===== config.mk =====
export PLATFORM = sky130hd
export DESIGN_NAME = mult_div_seq
export DESIGN_NICKNAME = d
export VERILOG_FILES = /design/src/rtl/mult_div_pkg.sv /design/src/rtl/abs_neg.sv /design/src/rtl/mult_div_seq.sv
export SDC_FILE = /design/constraint.sdc
export NUM_CORES = 1
export LEC_CHECK = 0
export CORE_UTILIZATION = 46
export CTS_BUF_LIST = sky130_fd_sc_hd__clkbuf_2 sky130_fd_sc_hd__clkbuf_4 sky130_fd_sc_hd__clkbuf_8
export CTS_CLUSTER_SIZE = 8
export DETAILED_ROUTE_END_ITERATION = 16
export GPL_TIMING_DRIVEN = 0
export PLACE_DENSITY = 0.73
export SYNTH_ARGS = -nofsm -noshare
export SYNTH_HDL_FRONTEND = slang
export SYNTH_SLANG_ARGS = --single-unit

===== constraint.sdc =====
create_clock -name clk -period 13 [get_ports clk]
set_input_delay 3.9 -clock clk [delete_from_list [all_inputs] [get_ports clk]]
set_output_delay 3.9 -clock clk [all_outputs]
set_load 0.01 [all_outputs]

===== src/rtl/mult_div_pkg.sv =====
// Shared encodings for the multiply/divide sequencer: FSM states, op select, loop length.
package mult_div_pkg;

    localparam int ITER = 32;

    localparam logic OP_MULT = 1'b0;
    localparam logic OP_DIV  = 1'b1;

    typedef enum logic [2:0] {
        IDLE = 3'd0,
        MULT = 3'd1,
        DIV  = 3'd2,
        FIX  = 3'd3,
        DONE = 3'd4
    } state_t;

endpackage


===== src/rtl/abs_neg.sv =====
// Conditional two's-complement negate, used for divide operand magnitudes and result sign fix-up.
module abs_neg #(
    parameter int WIDTH = 32
) (
    input  logic [WIDTH-1:0] val,
    input  logic             neg,
    output logic [WIDTH-1:0] result
);

    assign result = neg ? -val : val;

endmodule


===== src/rtl/mult_div_seq.sv =====
// Multi-cycle signed multiply (radix-2 Booth) / divide (restoring) sequencer owning Hi/Lo.
// Hi/Lo update on the edge entering DONE; a divide by zero leaves them untouched.
module mult_div_seq
    import mult_div_pkg::*;
#(
    parameter int WIDTH = 32
) (
    input  logic             clk,
    input  logic             rst,
    input  logic             start,
    input  logic             op,
    input  logic [WIDTH-1:0] a,
    input  logic [WIDTH-1:0] b,
    output logic             busy,
    output logic             done,
    output logic             div_zero,
    output logic [WIDTH-1:0] hi,
    output logic [WIDTH-1:0] lo
);

    state_t             stateReg, stateNext;
    logic [5:0]         iterReg;
    logic [2*WIDTH:0]   prodReg, prodNext;
    logic [WIDTH-1:0]   mcandReg, remReg, quoReg, divisorReg;
    logic [WIDTH-1:0]   hiReg, loReg;
    logic               signAReg, signBReg, divZeroReg;
    logic [WIDTH:0]     boothHi, remShift, remDiff;
    logic [WIDTH-1:0]   remNext, quoNext;
    logic [WIDTH-1:0]   aMag, bMag, quoFix, remFix;
    logic               iterLast;

    abs_neg #(.WIDTH(WIDTH)) absA (.val(a),      .neg(a[WIDTH-1]),          .result(aMag));
    abs_neg #(.WIDTH(WIDTH)) absB (.val(b),      .neg(b[WIDTH-1]),          .result(bMag));
    abs_neg #(.WIDTH(WIDTH)) fixQ (.val(quoReg), .neg(signAReg ^ signBReg), .result(quoFix));
    abs_neg #(.WIDTH(WIDTH)) fixR (.val(remReg), .neg(signAReg),            .result(remFix));

    assign iterLast = (iterReg == 6'(ITER - 1));

    always_ff @(posedge clk or posedge rst) begin
        if (rst) stateReg <= IDLE;
        else     stateReg <= stateNext;
    end

    always_comb begin
        stateNext = stateReg;
        case (stateReg)
            IDLE: if (start) begin
                if (op == OP_MULT)         stateNext = MULT;
                else if (b == '0)          stateNext = DONE;
                else                       stateNext = DIV;
            end
            MULT:    if (iterLast) stateNext = DONE;
            DIV:     if (iterLast) stateNext = FIX;
            FIX:     stateNext = DONE;
            DONE:    stateNext = IDLE;
            default: stateNext = IDLE;
        endcase
    end

    // Booth step: the add/sub is one bit wider than the upper half so a*b with
    // a = most-negative cannot overflow before the arithmetic shift.
    always_comb begin
        boothHi = {prodReg[2*WIDTH], prodReg[2*WIDTH:WIDTH+1]};
        case (prodReg[1:0])
            2'b01:   boothHi = boothHi + {mcandReg[WIDTH-1], mcandReg};
            2'b10:   boothHi = boothHi - {mcandReg[WIDTH-1], mcandReg};
            default: boothHi = boothHi;
        endcase
        prodNext = {boothHi, prodReg[WIDTH:1]};
    end

    always_comb begin
        remShift = {remReg, quoReg[WIDTH-1]};
        remDiff  = remShift - {1'b0, divisorReg};
        remNext  = remDiff[WIDTH] ? remShift[WIDTH-1:0] : remDiff[WIDTH-1:0];
        quoNext  = {quoReg[WIDTH-2:0], ~remDiff[WIDTH]};
    end

    always_ff @(posedge clk or posedge rst) begin
        if (rst) begin
            iterReg    <= '0;
            prodReg    <= '0;
            mcandReg   <= '0;
            remReg     <= '0;
            quoReg     <= '0;
            divisorReg <= '0;
            signAReg   <= 1'b0;
            signBReg   <= 1'b0;
            divZeroReg <= 1'b0;
            hiReg      <= '0;
            loReg      <= '0;
        end else begin
            case (stateReg)
                IDLE: if (start) begin
                    iterReg    <= '0;
                    mcandReg   <= a;
                    prodReg    <= {{WIDTH{1'b0}}, b, 1'b0};
                    remReg     <= '0;
                    quoReg     <= aMag;
                    divisorReg <= bMag;
                    signAReg   <= a[WIDTH-1];
                    signBReg   <= b[WIDTH-1];
                    divZeroReg <= (op == OP_DIV) && (b == '0);
                end
                MULT: begin
                    prodReg <= prodNext;
                    iterReg <= iterReg + 6'd1;
                    if (iterLast) {hiReg, loReg} <= prodNext[2*WIDTH:1];
                end
                DIV: begin
                    remReg  <= remNext;
                    quoReg  <= quoNext;
                    iterReg <= iterReg + 6'd1;
                end
                FIX: begin
                    hiReg <= remFix;
                    loReg <= quoFix;
                end
                default: ;
            endcase
        end
    end

    assign busy     = (stateReg != IDLE);
    assign done     = (stateReg == DONE);
    assign div_zero = (stateReg == DONE) && divZeroReg;
    assign hi       = hiReg;
    assign lo       = loReg;

endmodule


==> impl_metrics.yaml <==
clock_network:
  clock_sinks: 268
  cts_tree: "done"
  cts_setup_buffers: 0
  clockBufferDepth: 3
  ctsResizeCount: 0
  cts-root-buf: "clkbuf_8"
  cts.htree.levels: 2
  clkTransAtPathRegs_ns: 0.06
  cts_hold_buf: 0
  insertion_delay_ns: 0.61
  cts_inserted_buffers: 49
logic_synthesis:
  yosys_warnings: 0
  synth_seq_area_share: 0.369
  netlist_instances: 2230
  avgSynthCellArea_um2: 8.15
  synth_common_cells: "nand2_1, dfrtp_1, o21ai_0"
  synth_cell_types: 69
  synth_edf_count: 0
  synth_most_common_cell: "nand2_1"
  yosys_register_bits: 268
  synth_top_area_share: 0.369
  synth_area_leaders: "dfrtp_1, o21ai_0, nand2_1"
  async_flop_share: 1.00
  netlist_area_mm2: 0.0182
  syn_nets: 2371
  synth-main-ff-cell: "dfrtp_1"
  synth_area_leader_cell: "dfrtp_1"
critical_path:
  worstPathRequired_ns: 13.46
  reg2reg_slack_ns: 7.75
  cpPeakStageDelay_ns: 0.56
  rr_startpoint: "mcandReg[5]$_DFFE_PP0P_"
  crit_top_cell: "nor4_1"
  endpoint_kind: "register"
  path_delay_family: "simple AND/OR/NAND/NOR gates"
  cpMaxStageDelayCell: "or4_1"
  arrival_ns: 7.27
  critPathMaxFanout: 6
  reg2reg_depth: 16
  start_kind: "input pin"
  path_class: "in -> reg"
  r2r-end: "hi[30]$_DFFE_PP0P_"
  crit_buf_inv: 3
  path_cells: "clkdlybuf4s50_1 -> or4_1 -> or2_2 -> clkbuf_1 -> nor4_1 -> nand2_1 -> nor4_1 -> inv_1 -> o41ai_1 -> xor2_1 -> o21ai_0"
place:
  hpwl_um: 49700
  port_buffers: 134
  routabilityCongestion: 0.969
grt:
  grt_pass1_vias: 17300
  track_usage: 0.312
  grt_overflow: 0
  grt_pass1_wl_um: 98200
  grt_antenna_before_repair: 0
  grt_max_degree: 121
sta:
  grt_setup_unrepaired: "false"
  hold_ws_ns: 0.478
  period_share: 0.524
  maxSlewHeadroom: 0.348
  setup_viol: 0
  hold_viol: 0
  fin_skew_ns: 0.0231
  fin_tns_setup_ns: 0
  layout_min_cycle_time_ns: 6.81
  tightest_slew_ns: 0.969
  fmax_mhz: 147
  drv_slew: 0
drt:
  wl_um: 63500
  wl_per_cell_um: 21.4
  antenna_left: 0
  drc_errors: 0
  first_iter_violations: 1757
  vias: 18100
  routed_via_density: 6.09
  drtPass1Iterations: 6
worst_hold_path:
  holdPathEnd: "lo[10]$_DFFE_PP0P_"
  hold_class: "reg -> reg"
  hp-start: "lo[10]$_DFFE_PP0P_"
  hold_depth: 2
die:
  num_rows: 72
  die_area_mm2: 0.0403
  ios: 135
  dieWidth_um: 201
  core_area_mm2: 0.0388
  start_util: 0.468
  die_h_um: 201
flow_run:
  max-cap-violations: 0
pwr:
  leakage_nw: 9.30
  ir_drop_mv: 0.108
  power_density_mw_per_mm2: 312
cells_and_area:
  drive_gt1_frac: 0.0474
  multi_input_area_mm2: 0.0107
  nFillCells: 3563
  nets: 2558
  regArea_mm2: 0.00671
  syn2layout_area_growth_pct: 16.7
outcome:
  status: "finished, final reports clean"
[kinds of logic after synthesis]
| family | Yosys count | share of synthesized area |
|---|---|---|
| AND/OR/NAND/NOR | 786 | 0.197 |
| AO/OA/AOI/OAI | 662 | 0.221 |
| flip-flops | 268 | 0.369 |
| buffers and inverters | 200 | 0.0419 |
| XOR/XNOR | 197 | 0.0949 |
| adder cells (fa/ha/maj) | 73 | 0.0511 |
| multiplexers | 44 | 0.0246 |
[layout by cell type, fill, tap and decap left out, types with 6 or more instances in the layout]
cell type | netlist | routed
clkdlybuf4s50_1 | 0 | 134
o21a_1 | 8 | 8
ha_1 | 71 | 71
nor3_1 | 32 | 32
or2_2 | 9 | 9
a31oi_1 | 58 | 58
a21oi_1 | 131 | 131
clkinv_2 | 0 | 8
or3_1 | 27 | 27
o21bai_1 | 10 | 10
nand3_1 | 76 | 76
nand2b_1 | 17 | 17
or4_1 | 17 | 17
a22oi_1 | 32 | 32
a21o_1 | 22 | 22
nand2_1 | 338 | 338
mux2i_1 | 39 | 39
o22ai_1 | 8 | 8
o221ai_1 | 6 | 6
xnor2_1 | 89 | 89
o211ai_1 | 18 | 18
o21ai_0 | 260 | 260
and2_1 | 17 | 17
dfrtp_1 | 268 | 268
nor4_1 | 23 | 23
clkbuf_1 | 111 | 111
buf_2 | 6 | 6
clkbuf_4 | 0 | 8
a211oi_1 | 10 | 10
clkbuf_8 | 0 | 62
o41ai_1 | 16 | 16
nor2b_1 | 14 | 14
o31ai_1 | 32 | 32
buf_1 | 9 | 9
nand4_1 | 8 | 8
inv_1 | 73 | 72
nand3b_1 | 6 | 6
and3_1 | 14 | 14
nor2_1 | 171 | 171
xor2_1 | 108 | 108
[cell type report]
cell class              count  area share
diodes                      1    0.000118
plain buffers             127      0.0230
clock buffers              70      0.0431
clock inverters            11     0.00319
inverters                  73      0.0133
multi-input cells        1762       0.505
flip-flops and latches    268       0.316
well taps                 518      0.0306
repair buffers            136      0.0658
[metrics by stage]
stage | total power, W | cells | instance area, um2 | util | setup WS (ns)
floorplan | 0.00439 | 2230 | 18200 | - | 1.72
global placement | 0.00559 | 2882 | 20200 | 0.519 | -1.66
detailed placement | 0.00570 | 2884 | 20200 | 0.521 | 5.64
CTS | 0.00655 | 2965 | 21200 | 0.546 | 6.26
global route | 0.00709 | 2965 | 21200 | 0.546 | 5.88
finish | 0.00663 | 2966 | 21200 | 0.546 | 6.19
[worst max-delay path by stage]
stage	startpoint	slack, ns	depth (start not counted)	end
CTS	b[8]	6.26	11	divisorReg[30]$_DFFE_PP0P_
finish	b[8]	6.19	11	divisorReg[30]$_DFFE_PP0P_
detailed placement	b[8]	5.64	11	divisorReg[30]$_DFFE_PP0P_
global placement	rst	-1.66	2	lo[14]$_DFFE_PP0P_
floorplan	rst	1.72	1	divZeroReg$_DFFE_PP0P_
global route	b[8]	5.88	11	divisorReg[30]$_DFFE_PP0P_
[tightest hold or removal path: cells and delay by family (launching register included)]
kind	cells	cell delay [ns]
flops	1	0.34
simple gates	2	0.10
[power breakdown]
part | leakage [nW] | internal (W) | total, W | switching, W
Clock | 0.525 | 0.000450 | 0.000828 | 0.000378
Sequential | 3.39 | 0.00120 | 0.00163 | 0.000428
Combinational | 5.39 | 0.00163 | 0.00417 | 0.00254
[metal layers]
metal | routed length, um | vias up | track usage | share of wire
li1 | - | 8320 | - | -
met1 | 26600 | 8781 | 0.420 | 0.42
met2 | 29200 | 812 | 0.499 | 0.46
met3 | 4920 | 146 | 0.0455 | 0.077
met4 | 2810 | 0 | 0.138 | 0.044
met5 | 0 | - | 0 | 0
[sequential cells by signal (all words and copies together) (netlist names)]
signal	count
prodReg	65
divisorReg	32
hi	32
lo	32
mcandReg	32
quoReg	32
remReg	32
iterReg	6
stateReg	3
divZeroReg	1
signBReg	1
No activity file was read; power rests on OpenSTA's default activity.
